===== src/rtl/fpga_rst_seq.sv =====
// fpga_rst_seq: reset/bring-up sequencer for the FPGA SoC top.
// Holds the MIG in reset, waits for MMCM lock and MIG calibration, then
// releases the SoC reset after a settle delay and latches the boot mode.
// Loss of lock or calibration, or a reset request, restarts the sequence.
// Optional feature macro: RST_SEQ_CALIB_TIMEOUT_EN enables the calibration
// timeout, the ERROR state and the sticky calib_err_o flag. Without it the
// sequencer waits for calibration indefinitely and calib_err_o is 0.
// state_o exposes the FSM encoding for debug and VIO probing.
// req_rst_i is a level request, not a handshake: while it is high the FSM
// sits in RESET with the counter cleared.
module fpga_rst_seq #(
   parameter int unsigned DramRstCycles = 16,
   parameter int unsigned SocRelDelay   = 64,
   parameter int unsigned CalibTimeout  = 2**24 - 1,
   parameter int unsigned SyncStages    = 2,
   parameter int unsigned CntWidth      = 24
) (
   input  logic       clk_i,
   input  logic       rst_ni,
   input  logic       req_rst_i,
   input  logic       mmcm_locked_i,
   input  logic       calib_done_i,
   input  logic [1:0] boot_mode_i,
   output logic       dram_sys_rst_o,
   output logic       soc_rst_no,
   output logic [1:0] boot_mode_o,
   output logic [2:0] state_o,
   output logic       calib_err_o
);

   typedef enum logic [2:0] {
      ST_RESET      = 3'd0,
      ST_WAIT_LOCK  = 3'd1,
      ST_WAIT_CALIB = 3'd2,
      ST_DELAY      = 3'd3,
      ST_RUN        = 3'd4,
      ST_ERROR      = 3'd5
   } state_t;

`ifdef RST_SEQ_CALIB_TIMEOUT_EN
   localparam logic TimeoutEn = 1'b1;
`else
   localparam logic TimeoutEn = 1'b0;
`endif

   // Terminal counts: each phase lasts exactly N cycles, so compare to N-1.
   localparam logic [CntWidth-1:0] DramLast  = CntWidth'(DramRstCycles - 1);
   localparam logic [CntWidth-1:0] SocLast   = CntWidth'(SocRelDelay - 1);
   localparam logic [CntWidth-1:0] CalibLast = CntWidth'(CalibTimeout - 1);

   logic [SyncStages-1:0] r_lock_sync;
   logic [SyncStages-1:0] r_calib_sync;
   state_t                r_state;
   logic [CntWidth-1:0]   r_cnt;
   logic                  r_dram_rst;
   logic                  r_soc_rst_n;
   logic [1:0]            r_boot_mode;
   logic                  r_calib_err;

   logic                  w_lock_sync;
   logic                  w_calib_sync;
   logic [CntWidth-1:0]   w_cnt_inc;
   logic                  w_timeout_hit;

   assign w_lock_sync   = r_lock_sync[SyncStages-1];
   assign w_calib_sync  = r_calib_sync[SyncStages-1];
   // Saturating increment: the counter must never wrap back to a terminal count.
   assign w_cnt_inc     = (r_cnt == {CntWidth{1'b1}}) ? r_cnt : r_cnt + 1'b1;
   // Constant 0 when the timeout feature is compiled out.
   assign w_timeout_hit = TimeoutEn & (r_cnt == CalibLast);

   // Multi-flop synchronisers for the asynchronous lock and calibration inputs.
   always_ff @(posedge clk_i or negedge rst_ni) begin
      if (!rst_ni) begin
         r_lock_sync  <= '0;
         r_calib_sync <= '0;
      end else begin
         r_lock_sync  <= {r_lock_sync[SyncStages-2:0], mmcm_locked_i};
         r_calib_sync <= {r_calib_sync[SyncStages-2:0], calib_done_i};
      end
   end

   // Sequencer FSM with shared counter and registered outputs.
   always_ff @(posedge clk_i or negedge rst_ni) begin
      if (!rst_ni) begin
         r_state     <= ST_RESET;
         r_cnt       <= '0;
         r_dram_rst  <= 1'b1;
         r_soc_rst_n <= 1'b0;
         r_boot_mode <= 2'b00;
         r_calib_err <= 1'b0;
      end else if (req_rst_i) begin
         // A request wins over every other transition, including a timeout.
         r_state     <= ST_RESET;
         r_cnt       <= '0;
         r_dram_rst  <= 1'b1;
         r_soc_rst_n <= 1'b0;
         r_calib_err <= 1'b0;
      end else begin
         case (r_state)
            ST_RESET: begin
               if (r_cnt == DramLast) begin
                  r_state    <= ST_WAIT_LOCK;
                  r_cnt      <= '0;
                  r_dram_rst <= 1'b0;
               end else begin
                  r_cnt <= w_cnt_inc;
               end
            end

            ST_WAIT_LOCK: begin
               if (w_lock_sync) begin
                  r_state <= ST_WAIT_CALIB;
                  r_cnt   <= '0;
               end else begin
                  r_cnt <= w_cnt_inc;
               end
            end

            ST_WAIT_CALIB: begin
               if (!w_lock_sync) begin
                  r_state     <= ST_RESET;
                  r_cnt       <= '0;
                  r_dram_rst  <= 1'b1;
                  r_soc_rst_n <= 1'b0;
                  r_calib_err <= 1'b0;
               end else if (w_calib_sync) begin
                  r_state <= ST_DELAY;
                  r_cnt   <= '0;
               end else if (w_timeout_hit) begin
                  r_state     <= ST_ERROR;
                  r_cnt       <= '0;
                  r_dram_rst  <= 1'b0;
                  r_soc_rst_n <= 1'b0;
                  r_calib_err <= 1'b1;
               end else begin
                  r_cnt <= w_cnt_inc;
               end
            end

            ST_DELAY: begin
               if (!w_lock_sync || !w_calib_sync) begin
                  r_state     <= ST_RESET;
                  r_cnt       <= '0;
                  r_dram_rst  <= 1'b1;
                  r_soc_rst_n <= 1'b0;
                  r_calib_err <= 1'b0;
               end else if (r_cnt == SocLast) begin
                  // The only edge on which the boot mode is captured.
                  r_state     <= ST_RUN;
                  r_cnt       <= '0;
                  r_soc_rst_n <= 1'b1;
                  r_boot_mode <= boot_mode_i;
               end else begin
                  r_cnt <= w_cnt_inc;
               end
            end

            ST_RUN: begin
               if (!w_lock_sync || !w_calib_sync) begin
                  r_state     <= ST_RESET;
                  r_cnt       <= '0;
                  r_dram_rst  <= 1'b1;
                  r_soc_rst_n <= 1'b0;
                  r_calib_err <= 1'b0;
               end else begin
                  r_cnt <= w_cnt_inc;
               end
            end

            ST_ERROR: begin
               // Parked until a reset request; outputs hold their entry values.
               r_cnt <= w_cnt_inc;
            end

            default: begin
               r_state     <= ST_RESET;
               r_cnt       <= '0;
               r_dram_rst  <= 1'b1;
               r_soc_rst_n <= 1'b0;
               r_calib_err <= 1'b0;
            end
         endcase
      end
   end

   assign dram_sys_rst_o = r_dram_rst;
   assign soc_rst_no     = r_soc_rst_n;
   assign boot_mode_o    = r_boot_mode;
   assign state_o        = r_state;
   assign calib_err_o    = r_calib_err & TimeoutEn;

endmodule


===== config.mk =====
export PLATFORM = sky130hd
export DESIGN_NAME = fpga_rst_seq
export DESIGN_NICKNAME = d
export VERILOG_FILES = /design/src/rtl/fpga_rst_seq.sv
export SDC_FILE = /design/constraint.sdc
export NUM_CORES = 1
export LEC_CHECK = 0
export ABC_AREA = 1
export CELL_PAD_IN_SITES_DETAIL_PLACEMENT = 1
export CELL_PAD_IN_SITES_GLOBAL_PLACEMENT = 1
export CORE_MARGIN = 2
export CORE_UTILIZATION = 39
export CTS_CLUSTER_DIAMETER = 120
export DETAILED_ROUTE_END_ITERATION = 16
export HOLD_SLACK_MARGIN = 0.08
export MAX_ROUTING_LAYER = met4
export PLACE_DENSITY = 0.76
export SLEW_MARGIN = 20
export SYNTH_ARGS = -nofsm -noshare
export SYNTH_HDL_FRONTEND = slang
export SYNTH_SLANG_ARGS = --single-unit

===== constraint.sdc =====
create_clock -name clk_i -period 1.36 [get_ports clk_i]
set_input_delay 0.136 -clock clk_i [delete_from_list [all_inputs] [get_ports clk_i]]
set_output_delay 0.136 -clock clk_i [all_outputs]
set_load 0.02 [all_outputs]

==> out/metrics.csv <==
metric,value,unit
synthesis.nets,323,
drive_above_1_share,36.9,%
fp.dieArea,6360,sq um
num_vias,2530,
synth_cell_types,34,
h-tree-depth,2,
ys_ff_latch,35,
worst_slack,-0.322,ns
cp.required,1.55,ns
cp-start-kind,flop,
crit_top_cell,nor2_1,
clkLatencyLatePin,0.30,ns
max_freq,595,MHz
grt_pass1_wl,13600,um
cp.buffers_inverters,1,
grt_use_total,29.4,%
post-place-ws,-0.265,ns
final-setup-viol-count,31,
hold_class,in -> reg,
path_cells,nor2_1 -> nand2_1 -> nor2_2 -> nand3_2 -> nand2_2 -> nand3b_4 -> nand2_4 -> buf_12 -> nor2_1,
finalCritPeriodShare,124,%
placed_area,3020,sq um
place_hpwl,5760,um
ant_nets,0,
num_antenna_cells,0,
ys.warnings.count,0,
numCtsBuffers,5,
max-cap-violations,0,
initial_core_util,40.4,%
grt_pass1_vias,2709,
tritoncts,done,
die_y,79.8,um
grt_setup_unrepaired,true,
drtIter0Drc,109,
dp.cells,471,
multi_input_area,1240,sq um
area.growth.synth_to_final,49.6,%
die_x,79.8,um
place_congestion,0.858,
status,"complete, but fails checks",
cts_buffer_depth,2,
fp.coreArea,5540,sq um
syn_area_per_cell,7.11,sq um
cts_sinks,35,
cp.arrival,1.87,ns
via_per_inst,5.17,
p_leak,0.00170,uW
ir_worst_vdd,0.000391,V
fin_crit,1.68,ns
critical_path.endpoint_type,flop,
crit_family,simple AND/OR/NAND/NOR gates,
layout.nets,424,
netlist_instances,315,
violations,setup timing,
clkTransAtPathRegs,0.08,ns
num_rows,27,
hold_viol,0,
drc,0,
post-route-cell-area,3350,sq um
totalWireLength,9020,um
regArea,885,sq um
port-buffer-count,13,
fillCellCount,699,
ys_seq_area_share,39.2,%
crit_path_max_incr_delay,0.41,ns
grt_max_degree,26,
ios,15,
tightestPinTransition,0.631,ns
fin_cells,489,
power.density,714,nW/um^2
slowest_stage,dfrtp_1,
slew_viol_final,0,
crit_fanout,14,
crit_type,reg -> reg,
slew-limit-headroom,57.9,%
drt_pass1_iterations,4,
syn-cell-area,2240,sq um
clockRootBuffer,clkbuf_8,
wl_per_cell,18.4,um
clock_skew,0.00823,ns
fin_util,60.5,%
grt_antenna_before_repair,0,
grt-ovfl-total,0,
## cell usage in the layout (no fill, tap or decap), drive strengths merged, types with 2 or more instances in the layout
master and count:
bufinv 2, xor2 7, xnor2 3, nand3 22
inv 46, nor2 72, nand2 83, dlygate4sd2 6
nor3 4, dfrtp 34, nand3b 2, nand4 11
a21oi 5, clkdlybuf4s50 5, o21ai 11, clkbuf 6
or2 2, buf 87
## kinds of logic (layout without fill, tap and decap cells)
logic type,count (synthesis),after routing,share of synthesized area [%]
simple gates,196,196,40.6
buf+inv,53,155,10.4
flops,35,35,39.2
compound gates,19,19,4.80
xor+xnor,10,10,4.25
fa+ha+maj,1,1,0.559
other cells,1,1,0.167
## flip-flops by register name (all words and copies together) (netlist names)
name and count:
r_cnt 24, dram_sys_rst_o 1, state_o 3, r_lock_sync 2, boot_mode_o 2, soc_rst_no 1
r_calib_sync 2
## path summary, 6_finish.rpt
path	startpoint	end	slack (ns)	cells after the start
worst max-delay path	r_cnt[15]	r_cnt[14]	-0.32	9
worst min-delay path	mmcm_locked_i	r_lock_sync[0]	0.27	1
worst max register to register	r_cnt[15]	r_cnt[14]	-0.32	9
worst min register to register	r_lock_sync[0]	r_lock_sync[1]	0.35	0
max in group asynchronous	rst_ni	r_cnt[7]	0.41	3
min in group asynchronous	rst_ni	r_cnt[22]	0.39	2
## where the power goes
part           internal (uW)  switching (uW)  total, uW
logic                   79.7            90.2        170
registers               1060            14.7       1070
clock network            734             416       1150
## worst reg2reg max path: stages (launching register included)
cell and delay [ns]:
dfrtp_1 0.41, nor2_1 0.16, nand2_1 0.13, nor2_2 0.18, nand3_2 0.15, nand2_2 0.12, nand3b_4 0.09, nand2_4 0.10
buf_12 0.15, nor2_1 0.07
## final cells by class
cell class / instances / area share, %
clock buffers: 6 / 2.17
well taps: 72 / 2.69
clock inverters: 2 / 1.79
inverters: 47 / 5.42
multi-input cells: 227 / 37.0
flip-flops and latches: 35 / 26.4
repair buffers: 100 / 24.5
## metrics by stage
step	TNS (ns)	hold slack (ns)	total power (uW)
after global placement	-4.21	0.164	1230
after detailed placement	-7.19	0.170	1240
final	-8.70	0.269	2390
after floorplan	-2.16	-0.160	1150
after global routing	-9.68	0.283	2460
after CTS	-5.84	0.268	2390
## cells in the mapped netlist
| library cell | count | area, sq um |
|---|---|---|
| nor2_2 | 3 | 18.8 |
| or2_2 | 2 | 12.5 |
| nand2_2 | 2 | 12.5 |
| conb_1 | 1 | 3.75 |
| a21oi_1 | 5 | 25.0 |
| buf_2 | 1 | 5.00 |
| ha_1 | 1 | 12.5 |
| dfrtp_1 | 34 | 851 |
| o21ai_2 | 1 | 8.76 |
| o21bai_1 | 1 | 7.51 |
| nand4_2 | 1 | 12.5 |
| inv_2 | 4 | 15.0 |
| nor3_1 | 4 | 20.0 |
| xnor2_1 | 3 | 26.3 |
| buf_4 | 1 | 7.51 |
| xor2_1 | 6 | 52.6 |
| nand4_1 | 10 | 62.6 |
| nand3b_1 | 1 | 7.51 |
| a31o_2 | 1 | 8.76 |
| nor2_1 | 63 | 236 |
| buf_6 | 4 | 45.0 |
| nor2_4 | 6 | 67.6 |
| o21ai_0 | 7 | 35.0 |
| nand3_2 | 2 | 20.0 |
| dfstp_2 | 1 | 26.3 |
| nand2_4 | 2 | 22.5 |
| clkinv_1 | 1 | 3.75 |
| nand3b_4 | 1 | 20.0 |
| inv_1 | 42 | 158 |
| o211ai_1 | 1 | 7.51 |
| o21ai_1 | 3 | 15.0 |
| nand2_1 | 79 | 297 |
| xor2_2 | 1 | 16.3 |
| nand3_1 | 20 | 100 |
## timing repair
action                     4_1_cts  5_1_grt
pin swaps                        6        4
setup endpoints to repair       38       32
hold buffers                     1        0
hold endpoints to repair        22        0
setup buffers                    4        5
resized for setup               39       13
## routing by layer
metal	track usage [%]	routed length (um)	part of all wire, %	vias up
li1	-	-	-	1168
met5	-	0	0	-
met3	4.41	335	3.7	28
met4	10.3	357	4.0	0
met2	54.5	4770	53	72
met1	32.0	3560	39	1262
(Power assumes the default switching activity.)
